### src/rtl/moving_snake_core.sv
// Snake body position engine: a shift register of grid cells advanced one
// cell every STEP_DIV clocks, with a combinational cell-occupancy query port.
module moving_snake_core #(
  parameter int GRID_W   = 32,
  parameter int GRID_H   = 24,
  parameter int MAX_LEN  = 64,
  parameter int STEP_DIV = 25000000
) (
  input  logic       clk,
  input  logic       rst_n,
  input  logic [1:0] di,
  input  logic [6:0] len,
  input  logic [4:0] qx,
  input  logic [4:0] qy,
  output logic [4:0] head_x,
  output logic [4:0] head_y,
  output logic [1:0] dir,
  output logic       step,
  output logic       occupied,
  output logic       self_hit
);

  localparam int            CW       = (STEP_DIV > 1) ? $clog2(STEP_DIV) : 1;
  localparam logic [CW-1:0] CNT_LAST = CW'(STEP_DIV - 1);
  localparam logic [4:0]    X_MAX    = 5'(GRID_W - 1);
  localparam logic [4:0]    Y_MAX    = 5'(GRID_H - 1);
  localparam logic [4:0]    X_MID    = 5'(GRID_W / 2);
  localparam logic [4:0]    Y_MID    = 5'(GRID_H / 2);
  localparam logic [6:0]    LEN_MAX  = 7'(MAX_LEN);

  logic [4:0]    seg_x [MAX_LEN];
  logic [4:0]    seg_y [MAX_LEN];
  logic [CW-1:0] cnt;
  logic [1:0]    new_dir;
  logic [4:0]    nx;
  logic [4:0]    ny;
  logic [6:0]    len_eff;

  assign head_x = seg_x[0];
  assign head_y = seg_y[0];

  // di is only meaningful on the wrap cycle; a reversal request keeps dir.
  // Reverse pairs (0,1) and (2,3) are exactly the codes whose XOR is 01.
  always_comb begin
    new_dir = ((dir ^ di) == 2'b01) ? dir : di;
  end

  always_comb begin
    nx = seg_x[0];
    ny = seg_y[0];
    case (new_dir)
      2'd0: ny = (seg_y[0] == 5'd0)  ? Y_MAX : seg_y[0] - 5'd1;
      2'd1: ny = (seg_y[0] == Y_MAX) ? 5'd0  : seg_y[0] + 5'd1;
      2'd2: nx = (seg_x[0] == 5'd0)  ? X_MAX : seg_x[0] - 5'd1;
      default: nx = (seg_x[0] == X_MAX) ? 5'd0 : seg_x[0] + 5'd1;
    endcase
  end

  always_comb begin
    if (len == 7'd0)         len_eff = 7'd1;
    else if (len > LEN_MAX)  len_eff = LEN_MAX;
    else                     len_eff = len;
  end

  // Storage beyond len_eff is kept (it is the trail revealed on growth)
  // but never takes part in queries.
  always_comb begin
    occupied = 1'b0;
    self_hit = 1'b0;
    for (int i = 0; i < MAX_LEN; i++) begin
      if (i < int'(len_eff)) begin
        if (seg_x[i] == qx && seg_y[i] == qy) occupied = 1'b1;
        if (i > 0 && seg_x[i] == seg_x[0] && seg_y[i] == seg_y[0]) self_hit = 1'b1;
      end
    end
  end

  always_ff @(posedge clk or negedge rst_n) begin
    if (!rst_n) begin
      for (int i = 0; i < MAX_LEN; i++) begin
        seg_x[i] <= X_MID;
        seg_y[i] <= Y_MID;
      end
      dir  <= 2'd3;
      cnt  <= '0;
      step <= 1'b0;
    end else begin
      step <= 1'b0;
      if (cnt == CNT_LAST) begin
        cnt      <= '0;
        step     <= 1'b1;
        dir      <= new_dir;
        seg_x[0] <= nx;
        seg_y[0] <= ny;
        for (int i = 1; i < MAX_LEN; i++) begin
          seg_x[i] <= seg_x[i-1];
          seg_y[i] <= seg_y[i-1];
        end
      end else begin
        cnt <= cnt + 1'b1;
      end
    end
  end

endmodule

### config.mk
export PLATFORM = sky130hd
export DESIGN_NAME = moving_snake_core
export DESIGN_NICKNAME = d
export VERILOG_FILES = /design/src/rtl/moving_snake_core.sv
export SDC_FILE = /design/constraint.sdc
export NUM_CORES = 2
export LEC_CHECK = 0
export CORE_ASPECT_RATIO = 1.5
export CORE_MARGIN = 1.5
export CORE_UTILIZATION = 25
export CTS_BUF_LIST = sky130_fd_sc_hd__clkbuf_8
export CTS_CLUSTER_SIZE = 16
export DETAILED_ROUTE_END_ITERATION = 10
export PLACE_DENSITY = 0.43
export SYNTH_ARGS = -nofsm -noshare
export SYNTH_HDL_FRONTEND = slang
export SYNTH_SLANG_ARGS = --single-unit
### constraint.sdc
create_clock -name clk -period 2.7 [get_ports clk]
set_input_delay 0.405 -clock clk [delete_from_list [all_inputs] [get_ports clk]]
set_output_delay 0.405 -clock clk [all_outputs]
set_load 0.05 [all_outputs]
[Word-level counts from Yosys, hierarchy flattened]
Index checks and enable logic that the tools add are counted.
Storage, ports and cells
  bits in registers: 668
  bits of input ports: 21
  logic and storage cells: 863
Cells by class
  add/subtract/negate cells: 5
  magnitude comparators: 65
  equal/unequal tests: 260
  muxes and demuxes: 265
  bitwise gates (word level): 2
  reduce and logical (&&, ||, !) cells: 135
Operators by type and width (count)
  equality test 5 bit: 254
  2-to-1 mux 1 bit: 255
  < comparator 6 x 7 -> 1 bit, first input constant: 32
  logical AND 1 bit: 127
  < comparator 5 x 7 -> 1 bit, first input constant: 16
  < comparator 4 x 7 -> 1 bit, first input constant: 8
  < comparator 3 x 7 -> 1 bit, first input constant: 4
  adder 25 x 1 -> 25 bit, second input constant: 1
  equality test 25 bit, second input constant: 1
  2-to-1 mux 25 bit: 1
  2-to-1 mux 5 bit: 4
  case mux 5 bit (2 select lines): 2
  < comparator 1 x 7 -> 1 bit, first input constant: 2
  < comparator 2 x 7 -> 1 bit, first input constant: 2
  2-to-1 mux 7 bit: 2
  adder 5 x 1 -> 5 bit, second input constant: 2
  equality test 5 bit, second input constant: 2
  logical NOT 5 bit: 2
  subtractor 5 x 1 -> 5 bit, second input constant: 2
  greater-than comparator 7 bit, second input constant: 1
  logical NOT 7 bit: 1
  equality test 2 x 1 -> 1 bit, second input constant: 2
  AND reduction 2 bit: 2
  equality test 2 bit, second input constant: 1
  other kinds (6): 6

[Logic depth before layout (Yosys ltp)]
  depth in word-level cells: 131
  gate-level depth with buffers: 11

[Least setup slack after synthesis]
Ideal clock, no wire load.
  path kind: input -> output
  start point: input port len[0]
  end point: output port occupied
  arrival: 2414 ps
  path slack: -119 ps
  stages: 8
  cells stage by stage: buf_2 or4_4 a31oi_4 nor4_2 a2111oi_4 nand4_1 nor3_2 nand4_1
Between the ends
  cells in the longest elaborated chain, start to end: 131
  elaborated cells between the ends (all ways): 195
  classes of those cells: order compare (65); mux (129); reduce/logical (1)
Ends and longest elaborated chain
  start, declared: RTL line 12  | input logic [6:0] len,
  greater-than comparator 7 bit: RTL line 61  | else if (len > LEN_MAX) len_eff = LEN_MAX;
  2-to-1 mux 7 bit: RTL line 61
  2-to-1 mux 7 bit *: RTL line 60  | if (len == 7'd0) len_eff = 7'd1;
  < comparator 1 x 7 -> 1 bit: RTL line 71  | if (i < int'(len_eff)) begin
  2-to-1 mux 1 bit: RTL line 71
  2-to-1 mux 1 bit: RTL line 72  | if (seg_x[i] == qx && seg_y[i] == qy) occupied = 1'b1;
  2-to-1 mux 1 bit: RTL line 71
  2-to-1 mux 1 bit: RTL line 72
  [... 115 more ...]
  2-to-1 mux 1 bit: RTL line 72
  2-to-1 mux 1 bit: RTL line 71
  2-to-1 mux 1 bit: RTL line 72
  2-to-1 mux 1 bit: RTL line 71
  2-to-1 mux 1 bit: RTL line 72
  2-to-1 mux 1 bit: RTL line 71
  2-to-1 mux 1 bit: RTL line 72
  2-to-1 mux 1 bit *: RTL line 71
  end, declared: RTL line 19  | output logic occupied,
Mark *: on every way between the ends. The rest lies on a longest branch, timed or not.

[Final worst setup path]
  start point: register seg_y (netlist bit head_y[3])
  end point: output port self_hit
Between the ends
  cells in the longest elaborated chain, start to end: 128
  elaborated cells between the ends (all ways): 252
  classes of those cells: eq/ne (63); mux (126); reduce/logical (63)
Ends and longest elaborated chain
  start, declared: RTL line 32  | logic [4:0] seg_y [MAX_LEN];
  start signal, assigned by index: RTL line 97  | seg_y[i] <= seg_y[i-1];
  equality test 5 bit: RTL line 73  | if (i > 0 && seg_x[i] == seg_x[0] && seg_y[i] == seg_y[0]) self_hit = 1'b1;
  logical AND 1 bit: RTL line 73
  2-to-1 mux 1 bit: RTL line 73
  2-to-1 mux 1 bit: RTL line 71
  2-to-1 mux 1 bit: RTL line 73
  2-to-1 mux 1 bit: RTL line 71
  2-to-1 mux 1 bit: RTL line 73
  2-to-1 mux 1 bit: RTL line 71
  [... 112 more ...]
  2-to-1 mux 1 bit: RTL line 73
  2-to-1 mux 1 bit: RTL line 71
  2-to-1 mux 1 bit: RTL line 73
  2-to-1 mux 1 bit: RTL line 71
  2-to-1 mux 1 bit: RTL line 73
  2-to-1 mux 1 bit: RTL line 71
  2-to-1 mux 1 bit: RTL line 73
  2-to-1 mux 1 bit *: RTL line 71
  end, declared: RTL line 20  | output logic self_hit
Marked as above.

==> metrics.txt <==
fmax 0.2324 GHz; Sw Pwr 5.910 mW; Tcrit/Tclk final 1.594; Yosys cell types 69; final setup margin -1.604 ns; hold_ws ~0.058 ns; switching share of power 0.2735; failing checks negative setup slack; layout cell share with drive strength beyond 1 0.2468; post-synthesis register bit count 668; VDD IR-drop max roughly 0.35 mV; Starting Density 0.2516; first-pass GRT wire length 274900 microns; IO Pins 36; Die Ht 503.2 microns; critical path data required time around 2.3 ns; static leakage around 27 nW; met1 wire length between 70000 and 80000 microns; root buffer cell clkbuf_8; critical path data arrival time 3.90 ns; Setup Viol. Count Final 2; outcome finished with violations; Finished Layout Cells around 8k; die area 0.1693 sq mm; Hold/Removal Path Class in2async; Pint 15.70 mW; DRT antenna net count 0; Comb pwr share 0.091; Yosys top cell area share 0.2844; share of the yosys chip area belonging to registers 0.4066; core area 0.1658 sq mm; Nets 5775; Clock power frac 0.445; Via density 4.603; flop2flop setup slack 0.10 ns; Avg Cell Area, Syn 8.433 sq um; worst-margin pin slew 1.047 ns; Max Clock Skew 0.05293 ns; Synth Net Count 4973; row count 183; Fillers between 15k and 20k; max cap viols 0; EDFF count, synth 0; met2 wire len 97420 microns; Sink Count 668; IO buf count 35; max-slew violations 0; Detailed Place HPWL 143500 microns; largest net degree at the start of global routing 90; final hold vios 0; wire per inst 23.66 microns; GRT Residual Overflow 0; CTS H-tree depth 3; All-Layer GR Usage 0.2230; Cells after Synth about 4.9k; Synth Warn # 0; sequential power share 0.464; Period minus WS final between 4 and 5 ns; placed cells 7777; pwr dens ~390 mW/mm^2; Yosys top cell by area dfrtp_1; Synth area leaders dfrtp_1, xnor2_1, nand2_1; share of the core filled with cells 0.3344; Placer Congestion 0.9391; initial antenna violation count 4; Setup CP Type reg2out; chip width 336.5 microns; initial drt markers 2317; setup TNS -3.037 ns; WL met3 ~6600 microns; vias in the first global route 38.71k; Design Area, Final 0.05544 sq mm; CTS tree built; CTS Buffer Depth 3; clock slew at reported path FFs 0.06 ns; async set-reset flop share out of synthesis 1.000; clock latency on the worst-skew pair 0.87 ns; Worst R2R Path Depth 10; RSZ-0062 raised after global routing true; RR Endpoint head_x[3]; prevailing post-synth register cell dfrtp_1; worst-path maximum fanout 4; via count 37.14k; Worst setup SP type flip-flop; Area Growth Syn to Fin 32.93%; cell area after placement 0.05160 sq mm; top layer in use met4; RR Startpoint head_x[0]; Num CTS Buffers 114; area of the mapped netlist 0.04171 sq mm; max_slew headroom 0.2959; routed wire length 190900 microns; DRC viols 0; 1st-pass router iterations 5; crit end category output pin
## layer usage
| layer | up-vias | global-route usage |
|---|---|---|
| li1 | 17460 | - |
| met1 | 18440 | 0.2499 |
| met2 | 876 | 0.4019 |
| met3 | 371 | 0.02563 |
| met4 | 0 | 0.1363 |
| met5 | - | 0 |
## state kept, by name, summed over array words and instances, names as in the netlist
name    flops
seg_x     315
head_y      5
dir         2
seg_y     315
step        1
head_x      5
cnt        25
## per-stage QoR
step	power, mW	setup WS [ns]
final	21.61	-1.604
after global routing	22.36	-1.662
after CTS	21.93	-1.632
after detailed placement	12.13	-1.411
after global placement	12.14	-1.507
after floorplan	10.98	-0.03562
## critical path: stages (launching register included)
cell and delay (ns):
dfstp_4 0.67, buf_12 0.17, buf_6 0.12, xnor2_2 0.13, nand4_1 0.25, buf_4 0.24, or4_4 0.56, o21ai_2 0.08
nor4_1 0.06, and4b_1 0.19, nand4_1 0.31, buf_12 0.15, buf_12 0.12
## how the worst max path moves through the flow
stage | cells after the start | endpoint | start
after floorplan | 7 | occupied | len[0]
after global placement | 13 | self_hit | len[2]
after detailed placement | 13 | self_hit | len[2]
after CTS | 13 | self_hit | head_y[3]
after global routing | 13 | self_hit | head_x[3]
final | 12 | self_hit | head_y[3]
## logic make-up after synthesis
group / share of synthesized area
flops: 0.4066
buf+inv: 0.04188
compound gates: 0.02397
mux: 0.0002400
simple gates: 0.2536
xor+xnor: 0.2719
fa+ha+maj: 0.001800
## power groups by stage
stage / Combinational (mW) / Clock [mW] / Sequential [mW]
global route: 2.07 / 10.3 / 10.0
floorplan: 0.783 / 0 / 10.2
CTS: 1.96 / 9.95 / 10.0
global placement: 1.94 / 0 / 10.2
finish: 1.96 / 9.62 / 10.0
detailed placement: 1.93 / 0 / 10.2
## cell type report
| type | count | area [sq um] | area share |
|---|---|---|---|
| Antenna cell | 4 | 10.01 | 0.0001805 |
| Clock buffer | 148 | 2037 | 0.03674 |
| Clock inverter | 66 | 276.5 | 0.004987 |
| Inverter | 9 | 33.78 | 0.0006093 |
| Multi-Input combinational cell | 3941 | 23550 | 0.4247 |
| Sequential cell | 668 | 17000 | 0.3066 |
| Tap cell | 2220 | 2778 | 0.05010 |
| Timing Repair Buffer | 1014 | 9763 | 0.1761 |
## synthesized netlist by cell type (3+ instances only)
cell and count:
buf_4 72, buf_2 157, o2111ai_1 3, nand4_1 207, o31ai_1 5, nand3_1 34, and2_1 5, o22ai_1 7
a31oi_1 9, xor2_1 433, a21o_1 4, nor2_1 44, nand2_1 1955, clkbuf_1 88, and4b_1 3, dfrtp_1 474
a21oi_1 47, inv_1 9, a22oi_1 3, and4_1 3, dfstp_2 194, nor3_1 37, xnor2_1 862, ha_1 6
a211oi_1 3, and3_1 6, o21ai_1 4, buf_1 9, or3_1 6, or4_1 5, o21ai_0 27, a21oi_2 3
a2111oi_0 7, a211o_1 4, nor4_1 161, a41oi_1 4
## layout by cell type (no fill, tap or decap), types with 6 or more instances in the layout
cell type | netlist | layout
a21oi_1 | 47 | 43
a21oi_2 | 3 | 6
a31oi_1 | 9 | 9
and3_1 | 6 | 6
buf_12 | 0 | 144
buf_4 | 72 | 814
buf_6 | 2 | 18
buf_8 | 0 | 9
clkbuf_8 | 0 | 148
clkdlybuf4s50_1 | 0 | 11
clkinv_2 | 0 | 9
dfrtp_1 | 474 | 467
dfrtp_4 | 0 | 7
dfstp_2 | 194 | 191
dlygate4sd2_1 | 0 | 6
ha_1 | 6 | 6
inv_1 | 9 | 62
nand2_1 | 1955 | 1953
nand3_1 | 34 | 34
nand4_1 | 207 | 207
nor2_1 | 44 | 44
nor3_1 | 37 | 29
nor3_2 | 2 | 10
nor4_1 | 161 | 130
nor4_2 | 1 | 19
nor4_4 | 0 | 13
o21ai_0 | 27 | 25
o22ai_1 | 7 | 7
or3_1 | 6 | 6
xnor2_1 | 862 | 856
xnor2_2 | 0 | 6
xor2_1 | 433 | 430
## what timing repair did
item                                    CTS  global route
cloned                                    2             4
pin swaps                                20            29
endpoints found under the setup margin   11             2
endpoints found under the hold margin   238             0
hold buffers                              1             0
setup buffers                            41            33
resized for setup                        85            56
No activity file was read; power rests on OpenSTA's default activity.
